File: src/rtl/rf_wb_pkg.sv
// Shared types for the dual-issue register-file writeback queue.
// Used by every file of the block; the optional bypass is enabled with RF_WB_BYPASS_EN.
package rf_wb_pkg;

    localparam int XLEN      = 32;
    localparam int REG_IDX_W = 5;

    typedef logic [REG_IDX_W-1:0] reg_idx_t;
    typedef logic [XLEN-1:0]      xlen_t;

    typedef struct packed {
        reg_idx_t rd;
        xlen_t    data;
    } rf_wb_entry_t;

    // Two entries drained together target the same register: only the younger may write.
    function automatic logic same_rd_conflict(rf_wb_entry_t older, rf_wb_entry_t younger);
        return older.rd == younger.rd;
    endfunction

endpackage

File: src/rtl/regfile_writeback_if.sv
// Producer / register-file side signals of regfile_writeback.
// Lookup ports and bypass outputs exist only when RF_WB_BYPASS_EN is defined.
interface regfile_writeback_if
    import rf_wb_pkg::*;
#(
    parameter int DEPTH = 8
);
    localparam int CNT_W = $clog2(DEPTH) + 1;

    logic             in1_valid;
    logic             in2_valid;
    reg_idx_t         in1_rd;
    reg_idx_t         in2_rd;
    xlen_t            in1_data;
    xlen_t            in2_data;
    logic             in_ready;
    logic             wb_stall;
    logic             write1;
    logic             write2;
    reg_idx_t         rd1;
    reg_idx_t         rd2;
    xlen_t            write1_data;
    xlen_t            write2_data;
    logic [CNT_W-1:0] count;

`ifdef RF_WB_BYPASS_EN
    reg_idx_t         instr1_rs1;
    reg_idx_t         instr1_rs2;
    reg_idx_t         instr2_rs1;
    reg_idx_t         instr2_rs2;
    logic [3:0]       byp_hit;
    xlen_t            byp_data0;
    xlen_t            byp_data1;
    xlen_t            byp_data2;
    xlen_t            byp_data3;

    modport master (
        output in1_valid, in2_valid, in1_rd, in2_rd, in1_data, in2_data, wb_stall,
               instr1_rs1, instr1_rs2, instr2_rs1, instr2_rs2,
        input  in_ready, write1, write2, rd1, rd2, write1_data, write2_data, count,
               byp_hit, byp_data0, byp_data1, byp_data2, byp_data3
    );

    modport slave (
        input  in1_valid, in2_valid, in1_rd, in2_rd, in1_data, in2_data, wb_stall,
               instr1_rs1, instr1_rs2, instr2_rs1, instr2_rs2,
        output in_ready, write1, write2, rd1, rd2, write1_data, write2_data, count,
               byp_hit, byp_data0, byp_data1, byp_data2, byp_data3
    );
`else
    modport master (
        output in1_valid, in2_valid, in1_rd, in2_rd, in1_data, in2_data, wb_stall,
        input  in_ready, write1, write2, rd1, rd2, write1_data, write2_data, count
    );

    modport slave (
        input  in1_valid, in2_valid, in1_rd, in2_rd, in1_data, in2_data, wb_stall,
        output in_ready, write1, write2, rd1, rd2, write1_data, write2_data, count
    );
`endif

endinterface

File: src/rtl/rf_wb_bypass.sv
// Youngest-match forwarding search over the queued entries and the live write ports.
// Only instantiated when RF_WB_BYPASS_EN is defined.
module rf_wb_bypass
    import rf_wb_pkg::*;
#(
    parameter  int DEPTH = 8,
    localparam int PTR_W = $clog2(DEPTH)
) (
    input  reg_idx_t           lookup_idx,
    input  rf_wb_entry_t       entries [DEPTH],
    input  logic [PTR_W-1:0]   head,
    input  logic [PTR_W:0]     count,
    input  logic               port1_valid,
    input  rf_wb_entry_t       port1,
    input  logic               port2_valid,
    input  rf_wb_entry_t       port2,
    output logic               hit,
    output xlen_t              data
);

    logic [PTR_W-1:0] pos;

    // Scan oldest to youngest so a later match overrides an earlier one.
    always_comb begin
        hit  = 1'b0;
        data = '0;
        pos  = '0;
        if (lookup_idx != '0) begin
            if (port1_valid && port1.rd == lookup_idx) begin
                hit  = 1'b1;
                data = port1.data;
            end
            if (port2_valid && port2.rd == lookup_idx) begin
                hit  = 1'b1;
                data = port2.data;
            end
            for (int k = 0; k < DEPTH; k++) begin
                pos = head + PTR_W'(k);
                if (k < int'(count) && entries[pos].rd == lookup_idx) begin
                    hit  = 1'b1;
                    data = entries[pos].data;
                end
            end
        end
    end

endmodule

File: src/rtl/regfile_writeback.sv
// In-order dual-issue writeback queue feeding the two register-file write ports.
// Define RF_WB_BYPASS_EN to build the four forwarding lookups.
module regfile_writeback
    import rf_wb_pkg::*;
#(
    parameter int DEPTH = 8
) (
    input  logic                clk,
    input  logic                rst_n,
    regfile_writeback_if.slave  bus
);

    localparam int PTR_W = $clog2(DEPTH);
    localparam int CNT_W = PTR_W + 1;

    typedef logic [PTR_W-1:0] ptr_t;
    typedef logic [CNT_W-1:0] cnt_t;

    rf_wb_entry_t mem [DEPTH];
    ptr_t         head_q, tail_q;
    cnt_t         count_q;
    logic         in_ready_q;
    logic         write1_q, write2_q;
    rf_wb_entry_t port1_q, port2_q;

    logic         push1, push2, pop1, pop2;
    cnt_t         count_next;
    ptr_t         tail_slot2;
    rf_wb_entry_t pop_e1, pop_e2;

    // NOTE: every variable gets a default at the top of always_comb so no path can infer a latch.
    always_comb begin
        push1      = in_ready_q && bus.in1_valid && (bus.in1_rd != '0);
        push2      = in_ready_q && bus.in2_valid && (bus.in2_rd != '0);
        pop1       = !bus.wb_stall && (count_q != '0);
        pop2       = !bus.wb_stall && (count_q >= cnt_t'(2));
        count_next = count_q + cnt_t'(push1) + cnt_t'(push2) - cnt_t'(pop1) - cnt_t'(pop2);
        tail_slot2 = tail_q + ptr_t'(push1);
        pop_e1     = mem[head_q];
        pop_e2     = mem[head_q + ptr_t'(1)];
    end

    // NOTE: queue storage has no reset; occupancy is tracked by count, so stale contents are never read as valid.
    always_ff @(posedge clk) begin
        if (push1) mem[tail_q]     <= '{rd: bus.in1_rd, data: bus.in1_data};
        if (push2) mem[tail_slot2] <= '{rd: bus.in2_rd, data: bus.in2_data};
    end

    // NOTE: sequential state uses non-blocking assignments so all registers update from pre-edge values.
    always_ff @(posedge clk or negedge rst_n) begin
        if (!rst_n) begin
            head_q     <= '0;
            tail_q     <= '0;
            count_q    <= '0;
            in_ready_q <= 1'b1;
            write1_q   <= 1'b0;
            write2_q   <= 1'b0;
            port1_q    <= '0;
            port2_q    <= '0;
        end else begin
            head_q     <= head_q + ptr_t'(pop1) + ptr_t'(pop2);
            tail_q     <= tail_q + ptr_t'(push1) + ptr_t'(push2);
            count_q    <= count_next;
            in_ready_q <= (cnt_t'(DEPTH) - count_next) >= cnt_t'(2);
            write1_q   <= pop1 && !(pop2 && same_rd_conflict(pop_e1, pop_e2));
            write2_q   <= pop2;
            if (pop1) port1_q <= pop_e1;
            if (pop2) port2_q <= pop_e2;
        end
    end

    assign bus.in_ready    = in_ready_q;
    assign bus.count       = count_q;
    assign bus.write1      = write1_q;
    assign bus.write2      = write2_q;
    assign bus.rd1         = port1_q.rd;
    assign bus.rd2         = port2_q.rd;
    assign bus.write1_data = port1_q.data;
    assign bus.write2_data = port2_q.data;

`ifdef RF_WB_BYPASS_EN
    reg_idx_t lookup   [4];
    xlen_t    byp_data [4];

    assign lookup[0] = bus.instr1_rs1;
    assign lookup[1] = bus.instr1_rs2;
    assign lookup[2] = bus.instr2_rs1;
    assign lookup[3] = bus.instr2_rs2;

    for (genvar g = 0; g < 4; g++) begin : g_bypass
        rf_wb_bypass #(.DEPTH(DEPTH)) u_bypass (
            .lookup_idx  (lookup[g]),
            .entries     (mem),
            .head        (head_q),
            .count       (count_q),
            .port1_valid (write1_q),
            .port1       (port1_q),
            .port2_valid (write2_q),
            .port2       (port2_q),
            .hit         (bus.byp_hit[g]),
            .data        (byp_data[g])
        );
    end

    assign bus.byp_data0 = byp_data[0];
    assign bus.byp_data1 = byp_data[1];
    assign bus.byp_data2 = byp_data[2];
    assign bus.byp_data3 = byp_data[3];
`endif

endmodule

File: src/flat_wrapper.sv
// flat-port wrapper written by rule: the top's interface ports become plain ports
module regfile_writeback_flat import rf_wb_pkg::*;
#(
    parameter int DEPTH = 8
)
  (clk, rst_n, bus_in1_valid, bus_in2_valid, bus_in1_rd, bus_in2_rd, bus_in1_data, bus_in2_data, bus_wb_stall, bus_in_ready, bus_write1, bus_write2, bus_rd1, bus_rd2, bus_write1_data, bus_write2_data, bus_count);
  regfile_writeback_if #(.DEPTH(DEPTH)) bus_i ();
  input  logic clk;
  input  logic rst_n;
  input wire logic [$bits(bus_i.in1_valid)-1:0] bus_in1_valid;
  input wire logic [$bits(bus_i.in2_valid)-1:0] bus_in2_valid;
  input wire logic [$bits(bus_i.in1_rd)-1:0] bus_in1_rd;
  input wire logic [$bits(bus_i.in2_rd)-1:0] bus_in2_rd;
  input wire logic [$bits(bus_i.in1_data)-1:0] bus_in1_data;
  input wire logic [$bits(bus_i.in2_data)-1:0] bus_in2_data;
  input wire logic [$bits(bus_i.wb_stall)-1:0] bus_wb_stall;
  output wire logic [$bits(bus_i.in_ready)-1:0] bus_in_ready;
  output wire logic [$bits(bus_i.write1)-1:0] bus_write1;
  output wire logic [$bits(bus_i.write2)-1:0] bus_write2;
  output wire logic [$bits(bus_i.rd1)-1:0] bus_rd1;
  output wire logic [$bits(bus_i.rd2)-1:0] bus_rd2;
  output wire logic [$bits(bus_i.write1_data)-1:0] bus_write1_data;
  output wire logic [$bits(bus_i.write2_data)-1:0] bus_write2_data;
  output wire logic [$bits(bus_i.count)-1:0] bus_count;
  assign bus_i.in1_valid = bus_in1_valid;
  assign bus_i.in2_valid = bus_in2_valid;
  assign bus_i.in1_rd = bus_in1_rd;
  assign bus_i.in2_rd = bus_in2_rd;
  assign bus_i.in1_data = bus_in1_data;
  assign bus_i.in2_data = bus_in2_data;
  assign bus_i.wb_stall = bus_wb_stall;
  assign bus_in_ready = bus_i.in_ready;
  assign bus_write1 = bus_i.write1;
  assign bus_write2 = bus_i.write2;
  assign bus_rd1 = bus_i.rd1;
  assign bus_rd2 = bus_i.rd2;
  assign bus_write1_data = bus_i.write1_data;
  assign bus_write2_data = bus_i.write2_data;
  assign bus_count = bus_i.count;
  regfile_writeback #(.DEPTH(DEPTH)) u_core (.clk(clk), .rst_n(rst_n), .bus(bus_i));
endmodule
File: config.mk
export PLATFORM = sky130hd
export DESIGN_NAME = regfile_writeback_flat
export DESIGN_NICKNAME = d
export VERILOG_FILES = /design/src/rtl/rf_wb_pkg.sv /design/src/rtl/regfile_writeback_if.sv /design/src/rtl/rf_wb_bypass.sv /design/src/rtl/regfile_writeback.sv /design/src/flat_wrapper.sv
export SDC_FILE = /design/constraint.sdc
export NUM_CORES = 1
export LEC_CHECK = 0
export BUFFER_PORTS_ARGS = -buffer_cell sky130_fd_sc_hd__buf_2
export CORE_ASPECT_RATIO = 1.5
export CORE_MARGIN = 2
export CORE_UTILIZATION = 40
export DETAILED_ROUTE_END_ITERATION = 8
export HOLD_SLACK_MARGIN = 0.08
export SLEW_MARGIN = 15
export SYNTH_ARGS = -nofsm -noshare
export SYNTH_HDL_FRONTEND = slang
export SYNTH_SLANG_ARGS = --single-unit
File: constraint.sdc
create_clock -name clk -period 4.01 [get_ports clk]
set_input_delay 0.401 -clock clk [delete_from_list [all_inputs] [get_ports clk]]
set_output_delay 0.401 -clock clk [all_outputs]
set_load 0.01 [all_outputs]
==> results of run 1 <==
## what timing repair did
action,in CTS,in global routing
setup buffers,0,0
hold endpoints to repair,47,0
hold buffers,1,0
## critical path, delay by kind of cell, from the launching register on
kind | cells | cell delay [ps]
adder cells (fa/ha/maj) | 5 | 1780
buffers and inverters | 2 | 200
XOR/XNOR | 2 | 380
AO/OA/AOI/OAI | 2 | 300
AND/OR/NAND/NOR | 2 | 400
flip-flops | 1 | 350
## final timing paths
path                                startpoint                          to  slack [ps]
min in group asynchronous                rst_n   u_core.bus.write2_data[7]         450
setup / recovery           u_core.bus.count[2]         u_core.bus.in_ready         510
setup reg to reg           u_core.bus.count[2]         u_core.bus.in_ready         510
max in group asynchronous                rst_n  u_core.bus.write1_data[18]        2650
hold / removal                bus_in2_data[20]           u_core.mem[2][20]         260
hold reg to reg              u_core.bus.rd1[2]           u_core.bus.rd1[2]         470
## cells in the final DEF (no fill, tap or decap), types with 4 or more instances in the layout
| cell type | Yosys | final |
|---|---|---|
| buf_4 | 10 | 22 |
| ha_1 | 11 | 10 |
| buf_2 | 39 | 158 |
| clkbuf_1 | 25 | 5 |
| o21bai_4 | 0 | 4 |
| a21oi_1 | 43 | 41 |
| mux4_2 | 148 | 148 |
| dfrtp_1 | 86 | 83 |
| mux2_4 | 76 | 76 |
| xnor2_1 | 14 | 14 |
| clkinv_1 | 0 | 4 |
| edfxtp_1 | 296 | 296 |
| xor2_1 | 10 | 10 |
| fa_1 | 4 | 4 |
| and3_4 | 4 | 4 |
| nor2_1 | 44 | 44 |
| nand2_2 | 0 | 4 |
| buf_12 | 0 | 19 |
| nand2_1 | 44 | 40 |
| inv_1 | 14 | 14 |
| diode_2 | 0 | 4 |
| o21ai_0 | 40 | 38 |
| clkinv_2 | 0 | 12 |
| mux2_2 | 222 | 222 |
| mux2i_1 | 92 | 92 |
| clkbuf_8 | 0 | 5 |
| clkbuf_16 | 0 | 41 |
## state kept, by name (all words and copies together), names as in the netlist, 3 cells and up
name,count
u_core.mem,296
u_core.bus.write1_data,32
u_core.bus.write2_data,32
u_core.bus.rd1,5
u_core.bus.rd2,5
u_core.bus.count,4
u_core.head_q,3
u_core.tail_q,3
## final cells by class
type / count / area share
Tap cell: 676 / 0.0351
Inverter: 14 / 0.00218
Timing Repair Buffer: 200 / 0.0558
Multi-Input combinational cell: 778 / 0.393
Antenna cell: 4 / 0.000415
Clock buffer: 51 / 0.0462
Clock inverter: 23 / 0.00820
Sequential cell: 383 / 0.459
## metrics by stage
step | util | instances | setup slack (ps) | cell area, sq um | hold slack, ps
after CTS | 0.466 | 2125 | 464 | 24100 | 226
after global placement | 0.441 | 2050 | 232 | 22800 | 459
final | 0.466 | 2129 | 507 | 24100 | 257
after floorplan | - | 1267 | 39.4 | 21000 | 105
after global routing | 0.466 | 2128 | 292 | 24100 | 253
after detailed placement | 0.441 | 2050 | 211 | 22800 | 464
## power breakdown
| group | internal (W) | total, W | switching [W] |
|---|---|---|---|
| combinational | 0.00484 | 0.0103 | 0.00543 |
| sequential | 0.00596 | 0.00672 | 0.000756 |
| clock | 0.00216 | 0.00379 | 0.00162 |
## cells by family after synthesis
logic type	count (synthesis)	synth area share
mux	538	0.377
flops	383	0.528
buf+inv	106	0.0274
simple gates	104	0.0215
compound gates	96	0.0250
xor+xnor	25	0.0108
fa+ha+maj	15	0.0104
## layer usage
metal | GRT usage | part of all wire
met5 | 0 | 0.0018
met4 | 0.0671 | 0.027
met1 | 0.269 | 0.40
met2 | 0.385 | 0.53
met3 | 0.0327 | 0.044
==> run metrics, run 1 <==
Cell Rows=between 100 and 150; fin. max-slew vios=0; synthesized area per cell=~17 sq um; wire per inst=27.3 um; Core Area=a little over 50000 sq um; first-pass GRT wire length=between 80 and 90 mm; RSZ-0062 raised after global routing=false; Slew Limit Headroom=0.273; Initial Util=0.405; cts bufs inserted=40; die footprint=between 50000 and 60000 sq um; Synth Register Bits=383; cell area after synthesis=roughly 21000 sq um; maximum VDD drop=around 1400 uV; Critical Path AT=just under 4000 ps; CTS Root Cell=clkbuf_16; max incr delay on CP=~510 ps; EDFF count, synth=between 200 and 300; DRT iter0 DRCs=a little over 800; R2R cell count=13; DRC viols=0; largest net degree at the start of global routing=94; maximum clock insertion buffer count=3; PortBufs=about 160; nets=1511; Startpoint Class=flop; Multi-input gate area=between 9000 and 10000 sq um; Final Total Pwr=between 0.02 and 0.025 W; TritonCTS Sinks=~380; Overflow after GRT=0; PD cells=862 nW/um^2; Crit path required time=4470 ps; Area Overhead vs Synth=15.1%; number of global-route vias before repair=13300; slew of the pin with the lowest slew margin=around 1100 ps; Global Route Usage Sum=0.217; share of cells above drive strength 1=0.507; Hold/Removal Path Class=in2reg; largest cells by area after synthesis=edfxtp_1 (42%), mux4_2 (16%), mux2_2 (12%), dfrtp_1 (10%), mux2_4 (5.4%); fraction of registers with async set/reset=0.227; max_cap viols=0; initial antenna violation count=12; CTS H-tree depth=2; crit share post-route=0.874; area leader, netlist=edfxtp_1; Leak Pwr=between 8 and 9 nW; Cell variety after synth=38; commonest cells in the netlist=edfxtp_1 (296), mux2_2 (222), mux4_2 (148); Final ANT Viol Nets=0; Cells after Synth=1267; status=finished clean; Seq/Total Area, Yosys=0.528; CTS resizes=0; Most used DFF post-synth=edfxtp_1; Die H=approximately 280 um; minimum clock period=3500 ps; worst hold stages=2; worst-path fanout max=4; Ys Warns=0; Max stage delay cell, worst path=fa_1; share of the synthesized area in the top cell type=0.424; Clock Latency Late Sink=between 500 and 600 ps; Final Hold Viols=0; 1st-pass router iterations=5; Worst setup EP type=flop; Setup TNS Final=0 ps; cells along the critical path=inv_1 -> ha_1 -> a21oi_4 -> inv_1 -> fa_1 -> fa_1 -> ha_1 -> fa_1 -> xor2_1 -> xnor2_1 -> nor2_1 -> a21oi_1 -> or3_1; skew final=around 17 ps; CTS tree=yes; vias post-DR=roughly 12000; Setup violations, final=0; Peak Freq=between 200 and 300 MHz; Most common cell on crit path=fa_1; hpwl dp=35.9 mm; Clock Pin Slew Worst Setup and Hold Paths=roughly 60 ps; DRT Wirelength=just under 60 mm; num ports=160; fill cell total of the finished layout=4500; post-DR vias/cell=5.76; register area=between 10000 and 15000 sq um; most common cell in the netlist=edfxtp_1; Die X=191 um; Net Count, Synth=1361; crit path kind=reg2reg; RePlAce Congestion=0.774
(Power assumes the default switching activity.)
==> run 2: changes to the inputs <==
Settings changed: BUFFER_PORTS_ARGS -buffer_cell sky130_fd_sc_hd__buf_2 to unset, DONT_BUFFER_PORTS set to 1.
==> run 2 against run 1 <==
Effect of this change:
- global-route usage rose by 0.12 points
- non-clock buffer count fell by 43
- die area did not move
- largest power group unchanged
- clock skew rose by 3.6 ps
- combinational power fell by 6%
- clock-buffer cell count rose by 8
- critical endpoint is now u_core.mem[4][3]
- register-to-register slack got worse by 60 ps
- critical path type unchanged
- sequential power rose by 4.2%
- wire length rose by 1.9%
- utilization rose by 0.59 points
- largest cell class unchanged
==> run metrics, run 2 (same netlist as run 1, synthesis figures left out) <==
status=finished clean; crit share post-route=0.889; Slew Limit Headroom=0.323; met2 Resource Use GR=0.395; CTS Root Cell=clkbuf_16; Worst setup EP type=flop; met3 usage=0.0346; Global Route Usage Sum=0.218; DRT Wirelength=~59 mm; max reg flops=between 200 and 300; maximum clock insertion buffer count=3; hpwl dp=35.3 mm; GR peak layer=met2; Crit path required time=about 4300 ps; Die X=~190 um; first-pass GRT wire length=between 80 and 90 mm; num ports=160; worst hold stages=1; Setup violations, final=0; CTS resizes=0; die footprint=between 50000 and 60000 sq um; Cell Rows=between 100 and 150; skew final=20.4 ps; Peak Freq=~280 MHz; Overflow after GRT=0; fill cell total of the finished layout=between 4000 and 5000; Area Overhead vs Synth=16.5%; commonest cells after routing, fill and taps aside=edfxtp_1 (296), mux2_2 (222), mux4_2 (148), dlygate4sd3_1 (112), mux2i_1 (92); Leak Pwr=8.67 nW; Final Total Pwr=slightly above 0.02 W; initial antenna violation count=2; Worst R2R Start=u_core.bus.in_ready; Final Hold Viols=0; Initial Util=0.405; Final ANT Viol Nets=0; nets=~1500; wire per inst=about 28 um; Setup Buffers After CTS=0; maximum VDD drop=673 uV; CTS tree=yes; DRC viols=0; CTS H-tree depth=2; worst-path fanout max=15; largest net degree at the start of global routing=88; Core Area=around 52000 sq um; max_cap viols=0; Setup TNS Final=0 ps; RePlAce Congestion=roughly 0.76; largest register by flop count=u_core.mem; DRT iter0 DRCs=794; post-DR vias/cell=between 5 and 6; fin. max-slew vios=0; WHS Endpoint=u_core.mem[1][32]; M1 GR Usage=0.261; reg-to-reg critical path endpoint=u_core.mem[4][3]; number of global-route vias before repair=approximately 13000; 1st-pass router iterations=5; Clock Latency Late Sink=around 550 ps; crit path kind=reg2reg; cts bufs inserted=40; minimum clock period=~3600 ps; PD cells=about 840 nW/um^2; Critical Path AT=roughly 3900 ps; RSZ-0062 raised after global routing=false; R2R cell count=9; Hold/Removal Path Class=in2reg; commonest non-fill, non-tap cell in the layout=edfxtp_1; TritonCTS Sinks=between 300 and 400; R2R Setup Slk=440 ps; Clock Pin Slew Worst Setup and Hold Paths=about 60 ps; min-delay src=bus_in2_rd[0]; Die H=roughly 280 um; slew of the pin with the lowest slew margin=1010 ps; vias post-DR=12200; Startpoint Class=flop; share of cells above drive strength 1=0.414; PortBufs=0
run 2: final cells by class:
cell class	count	area (sq um)	area share
clock inverters	15	144	0.00589
repair buffers	157	1590	0.0652
diodes	1	2.50	0.000102
flip-flops and latches	383	11100	0.454
inverters	14	52.6	0.00215
multi-input cells	778	9470	0.388
clock buffers	59	1240	0.0506
well taps	676	846	0.0346
run 2: timing repair:
action,4_1_cts,5_1_grt
endpoints found under the setup margin,0,0
hold buffers,113,0
hold endpoints to repair,382,0
run 2: where the power goes:
part	total, W	internal (W)	leakage (nW)	switching [W]
clock	0.00391	0.00228	0.683	0.00163
sequential	0.00700	0.00596	3.72	0.00103
combinational	0.00971	0.00460	4.27	0.00510
total	0.0206	0.0128	8.67	0.00777
run 2: worst max path at each step:
stage	slack, ps	startpoint	cells after the start	end
finish	440	u_core.bus.in_ready	9	u_core.mem[4][3]
global route	270	u_core.bus.in_ready	9	u_core.mem[4][3]
CTS	420	u_core.bus.in_ready	9	u_core.mem[4][3]
detailed placement	330	bus_in1_rd[1]	11	u_core.bus.in_ready
global placement	350	bus_in1_rd[1]	11	u_core.bus.in_ready
floorplan	40	u_core.bus.count[2]	15	u_core.bus.in_ready
run 2: routing by layer:
metal  up-vias  share of wire
li1       5271              -
met1      6444           0.39
met2       343           0.53
met3        92          0.050
met4         2          0.029
met5         -        0.00019
run 2: metrics by stage:
| step | hold slack, ps | cell area, sq um | util | cells | setup slack [ps] |
|---|---|---|---|---|---|
| 2_1_floorplan | 105 | 21000 | - | 1267 | 39.4 |
| 3_5_place_dp | 107 | 21900 | 0.423 | 1895 | 329 |
| 3_3_place_gp | 107 | 21900 | 0.423 | 1895 | 346 |
| 4_1_cts | 96.7 | 24400 | 0.472 | 2082 | 419 |
| 6_report | 122 | 24400 | 0.472 | 2083 | 443 |
| 5_1_grt | 107 | 24400 | 0.472 | 2083 | 267 |
run 2: critical path, cell delays in order (launching register included):
cell and delay (ps):
dfstp_2 580, o311a_1 380, ha_1 220, ha_1 190, xnor2_1 240, nor2_1 140
nand2_2 260, buf_4 370, mux2_2 370, dlygate4sd3_1 550
